`config.mk`:
```
export PLATFORM = sky130hd
export DESIGN_NAME = credit_out_scheduler
export DESIGN_NICKNAME = d
export VERILOG_FILES = /design/src/rtl/common_pkg.sv /design/src/rtl/rr_arbiter.sv /design/src/rtl/credit_out_scheduler.sv
export SDC_FILE = /design/constraint.sdc
export NUM_CORES = 1
export LEC_CHECK = 0
export CAP_MARGIN = 20
export CORE_MARGIN = 5
export CORE_UTILIZATION = 44
export DETAILED_ROUTE_END_ITERATION = 16
export GPL_ROUTABILITY_DRIVEN = 0
export HOLD_SLACK_MARGIN = 0.12
export PLACE_DENSITY = 0.8
export SYNTH_ARGS = -nofsm -noshare
export SYNTH_HDL_FRONTEND = slang
export SYNTH_SLANG_ARGS = --single-unit
```
`constraint.sdc`:
```
create_clock -name clk -period 2.9 [get_ports clk]
set_input_delay 0.58 -clock clk [delete_from_list [all_inputs] [get_ports clk]]
set_output_delay 0.58 -clock clk [all_outputs]
set_load 0.01 [all_outputs]
```
`src/rtl/common_pkg.sv`:
```
// Shared parameters and helpers for the credit-based pi switch blocks.
package common_pkg;

  localparam int DEFAULT_VC_W          = 1;
  localparam int DEFAULT_VC_FIFO_DEPTH = 4;

  // Counter width able to hold depth-1 credits.
  function automatic int cred_width(input int depth);
    return $clog2(depth);
  endfunction

endpackage

```
`src/rtl/rr_arbiter.sv`:
```
// Combinational round-robin arbiter: one-hot grant to the first request found
// when searching upward from ptr, wrapping at N.
module rr_arbiter #(
  parameter  int N  = 3,
  localparam int PW = (N > 1) ? $clog2(N) : 1
) (
  input  logic [N-1:0]  req,
  input  logic [PW-1:0] ptr,
  output logic [N-1:0]  gnt
);

  logic found;
  int   idx;

  // NOTE: every combinational output gets a default before any branch, so no
  // path leaves it unassigned and no latch is inferred.
  always_comb begin
    gnt   = '0;
    found = 1'b0;
    idx   = 0;
    for (int k = 0; k < N; k++) begin
      idx = int'(ptr) + k;
      if (idx >= N) idx = idx - N;
      if (!found && req[idx]) begin
        gnt[idx] = 1'b1;
        found    = 1'b1;
      end
    end
  end

endmodule

```
`src/rtl/credit_out_scheduler.sv`:
```
// Output-port scheduler: round-robin grant among requesters whose target VC
// has a downstream credit, with per-VC credit counters and registered mux select.
module credit_out_scheduler
  import common_pkg::*;
#(
  parameter  int NUM_REQ       = 3,
  parameter  int VC_W          = DEFAULT_VC_W,
  parameter  int VC_FIFO_DEPTH = DEFAULT_VC_FIFO_DEPTH,
  localparam int NVC           = 2 ** VC_W,
  localparam int CRED_W        = cred_width(VC_FIFO_DEPTH),
  localparam int SEL_W         = (NUM_REQ > 1) ? $clog2(NUM_REQ) : 1
) (
  input  logic                    clk,
  input  logic                    rst,
  input  logic [NUM_REQ-1:0]      req,
  input  logic [NUM_REQ*VC_W-1:0] req_vc,
  output logic [NUM_REQ-1:0]      gnt,
  input  logic                    cred_ret,
  input  logic [VC_W-1:0]         cred_ret_vc,
  output logic                    out_valid,
  output logic [SEL_W-1:0]        out_sel,
  output logic [VC_W-1:0]         out_vc,
  output logic [NVC-1:0]          cred_avail,
  output logic                    cred_err
);

  localparam logic [CRED_W-1:0] CMAX = CRED_W'(VC_FIFO_DEPTH - 1);

  logic [CRED_W-1:0]  cred [NVC];
  logic [SEL_W-1:0]   ptr;
  logic [NUM_REQ-1:0] elig;
  logic [SEL_W-1:0]   gnt_idx;
  logic [VC_W-1:0]    gnt_vc;
  logic               gnt_any;
  logic [NVC-1:0]     cons_v;
  logic [NVC-1:0]     ret_v;

  // Eligibility is masked by reset so gnt is forced low while rst is asserted.
  always_comb begin
    elig = '0;
    for (int i = 0; i < NUM_REQ; i++)
      elig[i] = rst && req[i] && (cred[req_vc[i*VC_W +: VC_W]] != '0);
  end

  rr_arbiter #(.N(NUM_REQ)) u_arb (
    .req (elig),
    .ptr (ptr),
    .gnt (gnt)
  );

  always_comb begin
    gnt_idx = '0;
    gnt_vc  = '0;
    for (int i = 0; i < NUM_REQ; i++) begin
      if (gnt[i]) begin
        gnt_idx = SEL_W'(i);
        gnt_vc  = req_vc[i*VC_W +: VC_W];
      end
    end
  end

  assign gnt_any = |gnt;

  always_comb begin
    cons_v     = '0;
    ret_v      = '0;
    cred_avail = '0;
    for (int v = 0; v < NVC; v++) begin
      cons_v[v]     = gnt_any && (gnt_vc == VC_W'(v));
      ret_v[v]      = cred_ret && (cred_ret_vc == VC_W'(v));
      cred_avail[v] = (cred[v] != '0);
    end
  end

  // NOTE: the counter array is small and must restart full, so every entry is
  // reset explicitly; a large RAM-backed array would not be reset this way.
  always_ff @(posedge clk or negedge rst) begin
    if (!rst) begin
      for (int v = 0; v < NVC; v++) cred[v] <= CMAX;
      cred_err <= 1'b0;
    end else begin
      for (int v = 0; v < NVC; v++) begin
        if (ret_v[v] && !cons_v[v]) begin
          // A return into a full counter is a protocol error; saturate and flag.
          if (cred[v] == CMAX) cred_err <= 1'b1;
          else                 cred[v]  <= cred[v] + 1'b1;
        end else if (cons_v[v] && !ret_v[v]) begin
          cred[v] <= cred[v] - 1'b1;
        end
      end
    end
  end

  // NOTE: sequential state uses non-blocking assignments so every register
  // samples pre-edge values regardless of statement order.
  always_ff @(posedge clk or negedge rst) begin
    if (!rst) begin
      ptr       <= '0;
      out_valid <= 1'b0;
      out_sel   <= '0;
      out_vc    <= '0;
    end else begin
      out_valid <= gnt_any;
      if (gnt_any) begin
        ptr     <= (gnt_idx == SEL_W'(NUM_REQ - 1)) ? '0 : gnt_idx + 1'b1;
        out_sel <= gnt_idx;
        out_vc  <= gnt_vc;
      end
    end
  end

endmodule

```
Word-level counts from Yosys, hierarchy flattened

Cells that the tools add are included.

Flip-flop bits (word level): 11
Input port bits: 10
Logic and storage cells: 124
Output and inout port bits: 10

Multiplexer cells: 48
Equality and inequality tests: 5
Add/sub/neg operators: 10
$lt $le $gt $ge: 12
Reduce and logical (&&, ||, !) cells: 35
Bitwise gates (word level): 7

Operators by type and width:

| operator                                                               | number |
|---|---|
| 32-bit by 1-bit >= comparator with 1-bit output, second input constant | 3 |
| 32-bit by 4-bit < comparator with 1-bit output, second input constant  | 3 |
| 32-bit 2-to-1 mux                                                      | 3 |
| 32-bit by 3-bit >= comparator with 1-bit output, second input constant | 2 |
| 32-bit by 3-bit subtractor with 32-bit output, second input constant   | 2 |
| 2-bit 2-to-1 mux                                                       | 17 |
| 1-bit logical AND                                                      | 19 |
| 1-bit 2-to-1 mux                                                       | 19 |
| 2-bit nonzero test                                                     | 7 |
| 3-bit 2-to-1 mux                                                       | 3 |
| 2-bit >= comparator, second input constant                             | 4 |
| 2-bit by 1-bit adder with 2-bit output, second input constant          | 3 |
| 1-bit binary-select mux with 2-bit select                              | 3 |
| 1-bit demux with 2-bit select                                          | 3 |
| 2-bit == test, second input constant                                   | 3 |
| 1-bit zero test                                                        | 6 |
| 1-bit inverter with 2-bit output                                       | 3 |
| 3-bit OR                                                               | 2 |
| 2-bit != test, second input constant                                   | 2 |
| 2-bit AND reduction                                                    | 2 |
| 2-bit by 1-bit subtractor with 2-bit output, second input constant     | 2 |
| 2-bit by 1-bit adder with 3-bit output, second input constant          | 1 |
| 2-bit by 2-bit adder with 3-bit output, second input constant          | 1 |
| 3-bit OR reduction                                                     | 1 |
| other kinds (2)                                                        | 3 |

Logic depth before layout (Yosys ltp)

Depth after elaboration: 26
Gate-level depth with buffers: 11
Depth with buffers taken out: 11

Cells and area by module

A second synthesis with hierarchy kept.

Cell total of the unflattened synthesis: 97
Area total of the unflattened synthesis: 855.8 um^2

Modules (own cells, without submodules):

| module               | area each (um^2) | instances | sequential area each (um^2) | cells each |
|---|---|---|---|---|
| credit_out_scheduler | 590.6            | 1         | 255.2                       | 62 |
| rr_arbiter           | 265.3            | 1         | 0.0                         | 35 |

Worst setup path before layout

OpenSTA, ideal clock, no wires.

Path kind: input to register
Start point: in req_vc[1]
End point: reg cred[0] (netlist bit)
Path buffers: 0
Data required time: 2.825 ns
Arrival: 2.528 ns
Cell stages on the path: 8
Setup time: 0.075 ns
Path slack: 0.296 ns
Cell sequence: or3b_4 > a31oi_4 > nor4b_4 > a2bb2oi_1 > a2111o_1 > o211ai_2 > mux2_4 > nor3_2

Word-level cells in the longest chain between the ends: 24
Elaborated cells on any way between the ends: 38
Classes of those cells: eq/ne: 1; mux: 21; bitwise: 3; reduce/logical: 13

Ends and longest elaborated chain:

| element                                                              | line                       | text |
|---|---|---|
| start, declared                                                      | credit_out_scheduler.sv:16 | `input logic [NUM_REQ*VC_W-1:0] req_vc,` |
| 1-bit inverter with 2-bit output (not written as such)               | credit_out_scheduler.sv:42 | `elig[i] = rst && req[i] && (cred[req_vc[i*VC_W +: VC_W]] != '0);` |
| 2-bit 2-to-1 mux (not written as such) (3 in a row)                  | credit_out_scheduler.sv:42 |  |
| 2-bit nonzero test                                                   | credit_out_scheduler.sv:42 |  |
| 1-bit logical AND                                                    | credit_out_scheduler.sv:42 |  |
| 1-bit binary-select mux with 2-bit select                            | rr_arbiter.sv:24           | `if (!found && req[idx]) begin` |
| 1-bit 2-to-1 mux (not written as such) (2 in a row)                  | rr_arbiter.sv:24           |  |
| 1-bit 2-to-1 mux                                                     | rr_arbiter.sv:24           |  |
| 1-bit zero test                                                      | rr_arbiter.sv:24           |  |
| (+3 left out)                                                        | n/a                        |  |
| 1-bit logical AND                                                    | rr_arbiter.sv:24           |  |
| 3-bit 2-to-1 mux                                                     | rr_arbiter.sv:24           |  |
| 1-bit 2-to-1 mux (3 in a row)                                        | credit_out_scheduler.sv:55 | `if (gnt[i]) begin` |
| 1-bit logical AND (*)                                                | credit_out_scheduler.sv:69 | `cons_v[v] = gnt_any && (gnt_vc == VC_W'(v));` |
| 1-bit zero test                                                      | credit_out_scheduler.sv:83 | `if (ret_v[v] && !cons_v[v]) begin` |
| 1-bit logical AND                                                    | credit_out_scheduler.sv:83 |  |
| 2-bit != test (no line) / 2-bit nonzero test (equally long branches) | n/a                        |  |
| 2-bit AND reduction (no line)                                        | n/a                        |  |
| end signal, assigned by index                                        | credit_out_scheduler.sv:86 | `else cred[v] <= cred[v] + 1'b1;` |
| end signal, assigned by index                                        | credit_out_scheduler.sv:88 | `cred[v] <= cred[v] - 1'b1;` |
| end, declared                                                        | credit_out_scheduler.sv:29 | `logic [CRED_W-1:0] cred [NVC];` |

Every way passes the cells marked *; elsewhere a longest branch is shown, timed or not. The select of a mux whose other input is x is not followed.
A chain may end at the register's enable or synchronous reset.

Final worst setup path

Start point: in req_vc[0]
End point: out gnt[0]

Word-level cells in the longest chain between the ends: 16
Elaborated cells on any way between the ends: 26
Classes of those cells: mux: 17; bitwise: 3; reduce/logical: 6

Ends and longest elaborated chain:

| element                                                    | line                       | text |
|---|---|---|
| 1-bit inverter with 2-bit output (not written as such) (*) | credit_out_scheduler.sv:42 |  |
| 2-bit 2-to-1 mux (not written as such) (*) (3 in a row)    | credit_out_scheduler.sv:42 |  |
| 2-bit nonzero test (*)                                     | credit_out_scheduler.sv:42 |  |
| 1-bit logical AND (*)                                      | credit_out_scheduler.sv:42 |  |
| 1-bit binary-select mux with 2-bit select                  | rr_arbiter.sv:24           |  |
| 1-bit 2-to-1 mux (not written as such) (2 in a row)        | rr_arbiter.sv:24           |  |
| 1-bit 2-to-1 mux                                           | rr_arbiter.sv:24           |  |
| 1-bit zero test                                            | rr_arbiter.sv:24           |  |
| 1-bit logical AND                                          | rr_arbiter.sv:24           |  |
| 1-bit 2-to-1 mux                                           | rr_arbiter.sv:24           |  |
| 1-bit zero test                                            | rr_arbiter.sv:24           |  |
| 1-bit logical AND                                          | rr_arbiter.sv:24           |  |
| 3-bit 2-to-1 mux (*)                                       | rr_arbiter.sv:24           |  |
| end, declared                                              | credit_out_scheduler.sv:17 | `output logic [NUM_REQ-1:0] gnt,` |

Marks and branches as above.

==> reports/qor.yml <==
logic_synthesis:
  synthTopCellsByArea: "dfrtp_1 (14%), dfstp_2 (10%), o211ai_1 (5.0%)"
  synth-warning-count: 0
  synthArstFlopShare: 1.00
  avgSynthCellArea_um2: 9.41
  synth.top_cell.area_share: 0.143
  synth_nets: 126
  yosysTopAreaCell: "dfrtp_1"
  mappedNetlistArea_um2: 1050
  ys_types: 55
  yosysSeqAreaShare: 0.242
  syn_inst: 112
  synth.ff_latch_count: 10
  ys.flop_type: "dfrtp_1"
  synth_edf_count: 0
cts:
  cts_made_buffers: 3
  htree_levels: 1
  clock_latency_ps: 270
  cts-root-buf: "clkbuf_4"
  ctsHoldBuffers: 0
  cts_tree: "built"
  cts.sinks: 10
  clk_path_buf_depth: 2
  clkTransAtPathRegs_ps: 80
global_route:
  grt_pass1_wl_um: 6180
  gr-total-overflow: 0
  grtUsageTotal: 0.233
  grt_pass1_vias: 1314
  antenna_found_initial: 0
  grt_max_degree: 12
cells_and_area:
  fillers: 155
  final_common_cell: "buf_4"
  syn_to_final_growth_pct: 62.1
  layout-drive-gt1-share: 0.534
  final_nets: 189
  layout_common_cells: "buf_4 (41), clkdlybuf4s50_1 (9), inv_1 (7), o211ai_1 (7)"
  antenna_cells: 0
floorplan:
  die_w_um: 58.9
  die_h_um: 58.9
  start_util: 0.467
  num_rows: 17
  ios: 20
  die_area_um2: 3470
  core_um2: 2250
setup_path:
  crit_chain: "dlygate4sd2_1 > or3_4 > o211ai_4 > buf_4 > nor4b_4 > buf_4 > a2bb2oi_1 > and3_2 > inv_2 > buf_2"
  crit_path_start_kind: "input pin"
  reg2reg_to: "cred[3]"
  end_kind: "primary output"
  crit_arrival_ps: 2330
  reg2reg_depth: 12
  critPathMaxStageDelay_ps: 350
  cpMostUsedCell: "buf_4"
  r2r_slack_ps: 100
  cp_max_fo: 4
  cp_slowest_cell: "or3_4"
  path_class: "in -> out"
  timing.rr.start: "out_sel[0]"
  critPathRequiredTime_ps: 2320
status:
  violations: "negative setup slack"
  outcome: "finished, violations left"
power:
  p_leak_nw: 0.755
  powerDensity_nw_per_um2: 898
  peakVddDrop_v: 0.000690
worst_hold_path:
  hp-class: "reg -> reg"
  hp-start: "cred_err"
  hold_path_depth: 2
  holdPathEnd: "cred_err"
place:
  portBuffers: 19
  post-place-ws_ps: -639
  dp_hpwl_um: 2510
route:
  post_drt_via_cell_ratio: 6.12
  ant_nets: 0
  wirelength_um: 3880
  vias: 1236
  wl_per_cell_um: 19.2
  drc: 0
  first_pass_iters: 4
  drtIter0Drc: 22
timing:
  fin_worst_skew_ps: 4.05
  worst_pin_slew_ps: 453
  post-route-min-period_ps: 2910
  rsz0062_at_grt: "true"
  setup_violations: 1
  hold_viol: 0
  maxSlewViolCount: 0
  relSlewSlack: 0.697
  max_clock_freq_mhz: 344
  holdWs_ps: 511
  finalWorstSetupSlack_ps: -5.49
  period_share: 1.00
run:
  cap_viol_max_count: 0
## power breakdown
part	internal [W]	switching, W
combinational	0.000581	0.000533
clock	0.0000762	0.0000549
sequential	0.000217	0.0000722
total	0.000874	0.000660
## registers in the layout (all words and copies together) (netlist names)
signal / cells
cred: 4
out_sel: 2
cred_err: 1
out_valid: 1
out_vc: 1
ptr: 1
## layer usage
metal,track usage,vias to the layer above,wire (um)
met3,0.0680,23,238
li1,-,563,-
met2,0.410,58,1910
met1,0.266,592,1490
met4,0.0841,0,235
met5,0,-,0
## worst max-delay path, delay by kind of cell
family                 cells  cell delay, ps
AND/OR/NAND/NOR            3             640
AO/OA/AOI/OAI              2             320
buffers and inverters      5             770
## synthesized netlist by cell type (2+ instances only)
| master | count |
|---|---|
| nand4_1 | 3 |
| nor4b_1 | 2 |
| a21o_1 | 2 |
| inv_1 | 9 |
| o21a_1 | 2 |
| o21ai_0 | 5 |
| or3_1 | 3 |
| o211ai_1 | 7 |
| nand3b_1 | 2 |
| dfstp_2 | 4 |
| o31ai_1 | 2 |
| nor2_1 | 3 |
| a21oi_1 | 6 |
| and4b_2 | 2 |
| dfrtp_1 | 6 |
| and3_2 | 2 |
| a2bb2oi_1 | 3 |
| nor2b_1 | 2 |
| buf_4 | 2 |
| o211ai_4 | 2 |
| ha_1 | 4 |
| nand2_1 | 5 |
| nand3_1 | 2 |
## how the worst max path moves through the flow
stage                          from      end  slack [ps]  depth (start not counted)
after global placement    req_vc[1]   gnt[0]        -600                          8
after CTS                 req_vc[1]   gnt[0]         -20                          9
after detailed placement  req_vc[1]   gnt[0]        -640                          8
after floorplan           req_vc[1]  cred[0]         300                          8
final                     req_vc[0]   gnt[0]          -5                         10
after global routing        cred[2]  cred[2]        -100                         10
## what timing repair did
item	in CTS	in global routing
setup buffers	5	5
pin swaps	5	6
endpoints found under the setup margin	9	6
resized for setup	25	16
## cell type report
class | count | area (um2) | area share
Multi-Input combinational cell | 88 | 828 | 0.485
Timing Repair Buffer | 62 | 514 | 0.301
Sequential cell | 10 | 256 | 0.150
Inverter | 10 | 37.5 | 0.0220
Clock buffer | 4 | 36.3 | 0.0212
Tap cell | 28 | 35.0 | 0.0205
## logic make-up (layout without fill, tap and decap cells)
kind of cell / after synthesis / after routing / synth area share
compound gates: 45 / 45 / 0.372
simple gates: 37 / 37 / 0.251
buf+inv: 14 / 76 / 0.0653
flops: 10 / 10 / 0.242
fa+ha+maj: 4 / 4 / 0.0475
xor+xnor: 1 / 1 / 0.00832
mux: 1 / 1 / 0.0142
## per-stage QoR
step | cell area, um2 | setup TNS (ps) | total power, W | utilization | std cells
6_report | 1710 | -5.49 | 0.00153 | 0.757 | 202
2_1_floorplan | 1050 | 0 | 0.000798 | - | 112
3_3_place_gp | 1520 | -3630 | 0.00117 | 0.674 | 188
5_1_grt | 1710 | -197 | 0.00163 | 0.757 | 202
4_1_cts | 1650 | -24.4 | 0.00141 | 0.731 | 197
3_5_place_dp | 1520 | -4180 | 0.00121 | 0.674 | 188
Note: power is estimated with default switching activity, not from simulation.
